--- src/rtl/diff_accum_if.sv ---
// Handshake bundle between the SUB stage, the block accumulator and its consumer.
// The master drives samples in and consumes sums; the slave is the accumulator.
interface diff_accum_if #(
    parameter int unsigned DATAWIDTH = 16
);
    logic [DATAWIDTH-1:0] diff;
    logic                 in_valid;
    logic                 in_ready;
    logic [DATAWIDTH-1:0] sum;
    logic                 sat;
    logic                 out_valid;
    logic                 out_ready;

    modport master (
        output diff, in_valid, out_ready,
        input  in_ready, sum, sat, out_valid
    );

    modport slave (
        input  diff, in_valid, out_ready,
        output in_ready, sum, sat, out_valid
    );
endinterface

--- src/rtl/diff_accum.sv ---
// Sums COUNT signed difference samples with saturation and presents each block sum
// through a valid/ready handshake; it stalls input while a result is pending.
module diff_accum #(
    parameter int unsigned DATAWIDTH = 16,
    parameter int unsigned COUNT     = 4
) (
    input logic        clk,
    input logic        rst_n,
    diff_accum_if.slave bus
);
    localparam int unsigned CW = $clog2(COUNT + 1);
    localparam logic [DATAWIDTH-1:0] MAXV = {1'b0, {(DATAWIDTH-1){1'b1}}};
    localparam logic [DATAWIDTH-1:0] MINV = {1'b1, {(DATAWIDTH-1){1'b0}}};
    localparam logic [CW-1:0]        LAST = CW'(COUNT - 1);

    typedef enum logic {StAccum, StHold} state_e;

    state_e               state_q, state_d;
    logic [DATAWIDTH-1:0] acc_q, acc_d;
    logic [DATAWIDTH-1:0] sum_q, sum_d;
    logic                 sat_acc_q, sat_acc_d;
    logic                 sat_q, sat_d;
    logic [CW-1:0]        cnt_q, cnt_d;
    logic [DATAWIDTH:0]   wide;
    logic [DATAWIDTH-1:0] clamped;
    logic                 ovf;

    // One extra bit of headroom; overflow shows as the top two bits disagreeing.
    assign wide    = {acc_q[DATAWIDTH-1], acc_q} + {bus.diff[DATAWIDTH-1], bus.diff};
    assign ovf     = wide[DATAWIDTH] ^ wide[DATAWIDTH-1];
    assign clamped = ovf ? (wide[DATAWIDTH] ? MINV : MAXV) : wide[DATAWIDTH-1:0];

    always_comb begin
        state_d   = state_q;
        acc_d     = acc_q;
        sat_acc_d = sat_acc_q;
        cnt_d     = cnt_q;
        sum_d     = sum_q;
        sat_d     = sat_q;
        case (state_q)
            StAccum: begin
                if (bus.in_valid) begin
                    if (cnt_q == LAST) begin
                        sum_d     = clamped;
                        sat_d     = sat_acc_q | ovf;
                        acc_d     = '0;
                        sat_acc_d = 1'b0;
                        cnt_d     = '0;
                        state_d   = StHold;
                    end else begin
                        acc_d     = clamped;
                        sat_acc_d = sat_acc_q | ovf;
                        cnt_d     = cnt_q + CW'(1);
                    end
                end
            end
            StHold: begin
                if (bus.out_ready) begin
                    state_d = StAccum;
                end
            end
            default: state_d = StAccum;
        endcase
    end

    always_ff @(posedge clk or negedge rst_n) begin
        if (!rst_n) begin
            state_q   <= StAccum;
            acc_q     <= '0;
            sat_acc_q <= 1'b0;
            cnt_q     <= '0;
            sum_q     <= '0;
            sat_q     <= 1'b0;
        end else begin
            state_q   <= state_d;
            acc_q     <= acc_d;
            sat_acc_q <= sat_acc_d;
            cnt_q     <= cnt_d;
            sum_q     <= sum_d;
            sat_q     <= sat_d;
        end
    end

    assign bus.in_ready  = (state_q == StAccum);
    assign bus.out_valid = (state_q == StHold);
    assign bus.sum       = sum_q;
    assign bus.sat       = sat_q;
endmodule
--- src/flat_wrapper.sv ---
// flat-port wrapper written by rule: the top's interface ports become plain ports
module diff_accum_flat 
#(
    parameter int unsigned DATAWIDTH = 16,
    parameter int unsigned COUNT     = 4
)
  (clk, rst_n, bus_diff, bus_in_valid, bus_out_ready, bus_in_ready, bus_sum, bus_sat, bus_out_valid);
  diff_accum_if #(.DATAWIDTH(DATAWIDTH)) bus_i ();
  input logic clk;
  input logic rst_n;
  input wire logic [$bits(bus_i.diff)-1:0] bus_diff;
  input wire logic [$bits(bus_i.in_valid)-1:0] bus_in_valid;
  input wire logic [$bits(bus_i.out_ready)-1:0] bus_out_ready;
  output wire logic [$bits(bus_i.in_ready)-1:0] bus_in_ready;
  output wire logic [$bits(bus_i.sum)-1:0] bus_sum;
  output wire logic [$bits(bus_i.sat)-1:0] bus_sat;
  output wire logic [$bits(bus_i.out_valid)-1:0] bus_out_valid;
  assign bus_i.diff = bus_diff;
  assign bus_i.in_valid = bus_in_valid;
  assign bus_i.out_ready = bus_out_ready;
  assign bus_in_ready = bus_i.in_ready;
  assign bus_sum = bus_i.sum;
  assign bus_sat = bus_i.sat;
  assign bus_out_valid = bus_i.out_valid;
  diff_accum #(.DATAWIDTH(DATAWIDTH), .COUNT(COUNT)) u_core (.clk(clk), .rst_n(rst_n), .bus(bus_i));
endmodule
--- config.mk ---
export PLATFORM = sky130hd
export DESIGN_NAME = diff_accum_flat
export DESIGN_NICKNAME = d
export VERILOG_FILES = /design/src/rtl/diff_accum_if.sv /design/src/rtl/diff_accum.sv /design/src/flat_wrapper.sv
export SDC_FILE = /design/constraint.sdc
export NUM_CORES = 1
export LEC_CHECK = 0
export ABC_AREA = 1
export CORE_MARGIN = 4
export CORE_UTILIZATION = 40
export CTS_CLUSTER_DIAMETER = 150
export DETAILED_ROUTE_END_ITERATION = 16
export PLACE_DENSITY_LB_ADDON = 0.1
export SLEW_MARGIN = 20
export SYNTH_ARGS = -nofsm -noshare
export SYNTH_HDL_FRONTEND = slang
export SYNTH_SLANG_ARGS = --single-unit
--- constraint.sdc ---
create_clock -name clk -period 3.2 [get_ports clk]
set_input_delay 0.48 -clock clk [delete_from_list [all_inputs] [get_ports clk]]
set_output_delay 0.48 -clock clk [all_outputs]
set_load 0.05 [all_outputs]
Word-level counts from Yosys, hierarchy flattened --
Cells that the tools add are included. W data, S select, Z words.
Cells by class: reductions and logical operators 2, equal/unequal tests 1, add/sub/neg operators 2, bitwise gates (word level) 3, multiplexer cells 9
Operators with widths (count):
- $mux W16 | 3
- $add A16 B16 Y17 | 1
- $mux W1 | 4
- $add A3 B1 Y3 const B | 1
- $eq A3 B2 Y1 const B | 1
- $mux W3 | 1
- $reduce_and A3 Y1 | 1
- $pmux W1 S2 | 1
- $reduce_and A2 Y1 | 1
- $not A1 Y1 | 1
- $or A1 B1 Y1 | 1
- $xor A1 B1 Y1 | 1
Word-level totals: word-level logic and storage cells 23, bits in registers 38

Longest topological paths before layout --
depth in word-level cells 4, depth in mapped cells 18, gate-level depth less buffers 17

Worst setup path before layout --
No wires, ideal clock.
kind register to register, start reg u_core.state_q, in the netlist u_core.bus.out_valid, end reg u_core.sum_q[10], in the netlist u_core.bus.sum[10], setup time 0.118 ns, stages on the path, launching flop included 8, slack 0.968 ns, required time 3.082 ns, path buffers 1, arrival time 2.114 ns, path through dfrtp_1 > inv_1 > nand2_1 > nor3_2 > clkinv_1 > clkbuf_1 > nand2_1 > nand2_1
On the way: longest elaborated chain between the ends 2
RTL lines:
- start, declared | RTL line diff_accum.sv:18 | state_e state_q, state_d;
- start signal, assigned | RTL line diff_accum.sv:68 | state_q <= StAccum;
- start signal, assigned | RTL line diff_accum.sv:75 | state_q <= state_d;
- $not A1 Y1 (no line)
- via bus_in_ready | RTL line flat_wrapper.sv:14 | output wire logic [$bits(bus_i.in_ready)-1:0] bus_in_ready;
- $reduce_and A3 Y1 (no line)
- end signal, assigned | RTL line diff_accum.sv:79 | sum_q <= sum_d;
- end, declared | RTL line diff_accum.sv:20 | logic [DATAWIDTH-1:0] sum_q, sum_d;
The timed path passes the listed nets, and every way through them passes these cells. A chain may end at the register's enable or synchronous reset.

Final worst setup path --
start in bus_diff[0], end reg u_core.sum_q[11], in the netlist u_core.bus.sum[11]
On the way: longest elaborated chain between the ends 3, elaborated cells between the ends (all ways) 4, those cells by class add/sub: 1; mux: 2; bitwise: 1
RTL lines:
- start, declared | RTL line flat_wrapper.sv:11 | input wire logic [$bits(bus_i.diff)-1:0] bus_diff;
- $add A16 B16 Y17 (*) | RTL line diff_accum.sv:29 | assign wide = {acc_q[DATAWIDTH-1], acc_q} + {bus.diff[DATAWIDTH-1], bus.diff};
- $mux W16 or $xor A1 B1 Y1 (tied branches) | RTL line diff_accum.sv:31, diff_accum.sv:30
- $mux W16 (*) | RTL line diff_accum.sv:31 | assign clamped = ovf ? (wide[DATAWIDTH] ? MINV : MAXV) : wide[DATAWIDTH-1:0];
Every way passes the cells marked *; elsewhere a longest branch is shown, timed or not.

==> impl_metrics.yaml <==
layout:
  nNetsFinal: 433
  diodes: 0
  final_area_mm2: 0.00304
  final_util_pct: 50.8
  drive_above_1_share_pct: 6.57
  fin_cells: 471
  synthToLayoutAreaGrowth_pct: 21.5
synth:
  synth_seq_cells: 38
  synth_top_area_share_pct: 37.9
  yosys-top-cells-count: "nand2_1 (185), dfrtp_1 (38), inv_1 (31)"
  syn_avg_cell_area_um2: 7.06
  yosys_warnings: 0
  synth_cell_types: 28
  synth_area_leader_cell: "dfrtp_1"
  yosysSeqAreaShare_pct: 37.9
  synth-async-reset-ratio_pct: 100
  syn-cell-area_mm2: 0.00251
  syn_nets: 393
  synth-edff-count: 0
  synth.area.top_cells: "dfrtp_1 (38%), nand2_1 (28%), ha_1 (8.5%)"
  syn_inst: 355
  synth_flop_cell: "dfrtp_1"
  yosysMostFrequentCell: "nand2_1"
worst_setup_path:
  crit_end: "u_core.bus.sum[11]"
  cp-end-kind: "register"
  start_kind: "input port"
  path_cells: "clkdlybuf4s50_1, ha_1, inv_1, fa_1, inv_1, nand2_1, nand2_1, nand3_1, nand2_2, nand2_2, nand2_1, nand2_2, nand2_2, nand2_4, nand2_1, nand2_1, nand2_1, nand2_1"
  path_common_cell: "nand2_1"
  r2r-start: "u_core.acc_q[0]"
  worst_ep_required_time_ns: 3.38
  worstReg2RegEnd: "u_core.bus.sum[11]"
  crit_type: "in -> reg"
  startpoint: "bus_diff[0]"
  cp_data_arrival_time_ns: 2.68
  cp_max_fo: 17
  cp_slowest_stage_delay_ns: 0.46
  regToRegSetupSlack_ns: 1.00
  worstRegToRegCells: 17
  critPathSlowestCell: "clkdlybuf4s50_1"
route:
  wl_per_cell_um: 12.1
  ant_nets: 0
  vias_per_cell: 4.58
  wl_um: 5720
  drt_iter0_markers: 99
  via_count: 2158
  drc_errors: 0
  first_pass_iters: 4
timing:
  worstMarginPinSlew_ns: 0.857
  rsz0062_at_grt: "no"
  finClkSkew_ns: 0.00748
  finalSetupViolCount: 0
  fin_ws_ns: 0.698
  slew_headroom_pct: 42.9
  slew_violations: 0
  max_freq_ghz: 0.400
  min_period_ns: 2.50
  post-route-period-util_pct: 78.2
  timing.setup.tns_ns: 0
  finalHoldViolCount: 0
clock_tree:
  cts_buffer_depth: 2
  clk_pin_slew_ns: 0.07
  cts_tree: "yes"
  ctsHoldBuffers: 0
  cts_setup_buffers: 0
  ctsResizeCount: 0
  worstSkewPairLatency_ns: 0.29
  cts_sinks: 38
  cts_max_level: 2
  cts_inserted_buffers: 5
  root_buffer: "clkbuf_8"
floorplanning:
  top_level_ports: 39
  dieHeight_um: 87.2
  die_x_um: 87.2
  std_cell_rows: 28
  dieArea_mm2: 0.00760
  core-area_mm2: 0.00599
  start_util_pct: 41.8
run:
  drv_cap: 0
placement:
  dp_slack_ns: 0.385
  dp_cells: 463
  hpwl_um: 4410
  placed_area_mm2: 0.00295
  port_buffers: 38
  gp_congestion: 0.920
pwr:
  cellPowerDensity_mw_per_mm2: 1190
  peakVddDrop_mv: 0.718
  power.share.clock_pct: 9.2
  swShare_pct: 52.8
  netSwitchingPower_mw: 1.91
  intPower_mw: 1.71
  cellLeakagePower_nw: 1.69
  seq_power_share_pct: 23.7
  combPwrFrac_pct: 67.1
global_routing:
  grt_pass1_wl_um: 9610
  antenna_found_initial: 0
  overflow: 0
  grtUsageTotal_pct: 15.9
  grt_pass1_vias: 2097
  grt_max_degree: 39
status:
  status: "complete, no violations"
min_path:
  hold_path.class: "in -> async"
[worst min-delay path by stage]
| stage | slack [ns] | startpoint | endpoint | cells after the start |
|---|---|---|---|---|
| floorplan | 0.18 | rst_n | u_core.acc_q[0] | 0 |
| global placement | 0.46 | u_core.sat_acc_q | u_core.sat_acc_q | 2 |
| detailed placement | 0.46 | u_core.bus.sat | u_core.bus.sat | 2 |
| CTS | 0.32 | rst_n | u_core.bus.sum[3] | 1 |
| global route | 0.37 | rst_n | u_core.bus.sum[3] | 1 |
| finish | 0.30 | rst_n | u_core.bus.sum[3] | 1 |
[layer usage]
metal  global-route usage, %  wire length (um)
met1                    25.1              3120
met2                    22.2              2270
met3                    2.37               261
met4                    4.60                70
met5                       0                 0
[critical path, delay by kind of cell]
kind,cells,cell delay (ns)
AND/OR/NAND/NOR,13,1.08
buffers and inverters,3,0.59
adder cells (fa/ha/maj),2,0.54
[cells in the final DEF (no fill, tap or decap), drive strengths merged]
cell type,n
clkinv,2
o21ai,6
nand3b,2
nor2,12
a21oi,12
or2,1
nand3,12
nor3,5
nand2,192
xor2,7
and2,1
o21bai,3
clkdlybuf4s50,37
nand4,2
ha,17
fa,1
clkbuf,7
buf,3
dfrtp,38
inv,33
xnor2,3
[state kept, by name, indices dropped and copies added (netlist names)]
signal / flops
u_core.acc_q: 16
u_core.bus.sum: 16
u_core.cnt_q: 3
u_core.bus.out_valid: 1
u_core.bus.sat: 1
u_core.sat_acc_q: 1
[stage by stage]
step / hold slack [ns] / power [mW]
after global routing: 0.366 / 3.97
after detailed placement: 0.465 / 3.29
after global placement: 0.461 / 3.28
after CTS: 0.317 / 3.65
after floorplan: 0.184 / 2.69
final: 0.300 / 3.62
[power by group through the flow]
stage	sequential (mW)	combinational [mW]	clock, mW
finish	0.858	2.43	0.334
CTS	0.858	2.45	0.349
global placement	0.865	2.42	0
detailed placement	0.861	2.43	0
floorplan	1.18	1.51	0
global route	0.887	2.71	0.372
[cell type report]
type | count | area (um^2)
fill | 628 | 2950
timing repair buffer | 40 | 390
inverter | 34 | 128
clock buffer | 7 | 86.3
multi-input combinational | 276 | 1390
tap | 75 | 93.8
clock inverter | 1 | 5.00
sequential | 38 | 951
[cell families (layout without fill, tap and decap cells)]
kind of cell	Yosys count	in the layout	synth area share, %
simple gates	227	227	38.0
buf+inv	41	82	6.59
flops	38	38	37.9
compound gates	21	21	4.64
fa+ha+maj	18	18	9.29
xor+xnor	10	10	3.49
No activity file was read; power rests on OpenSTA's default activity.
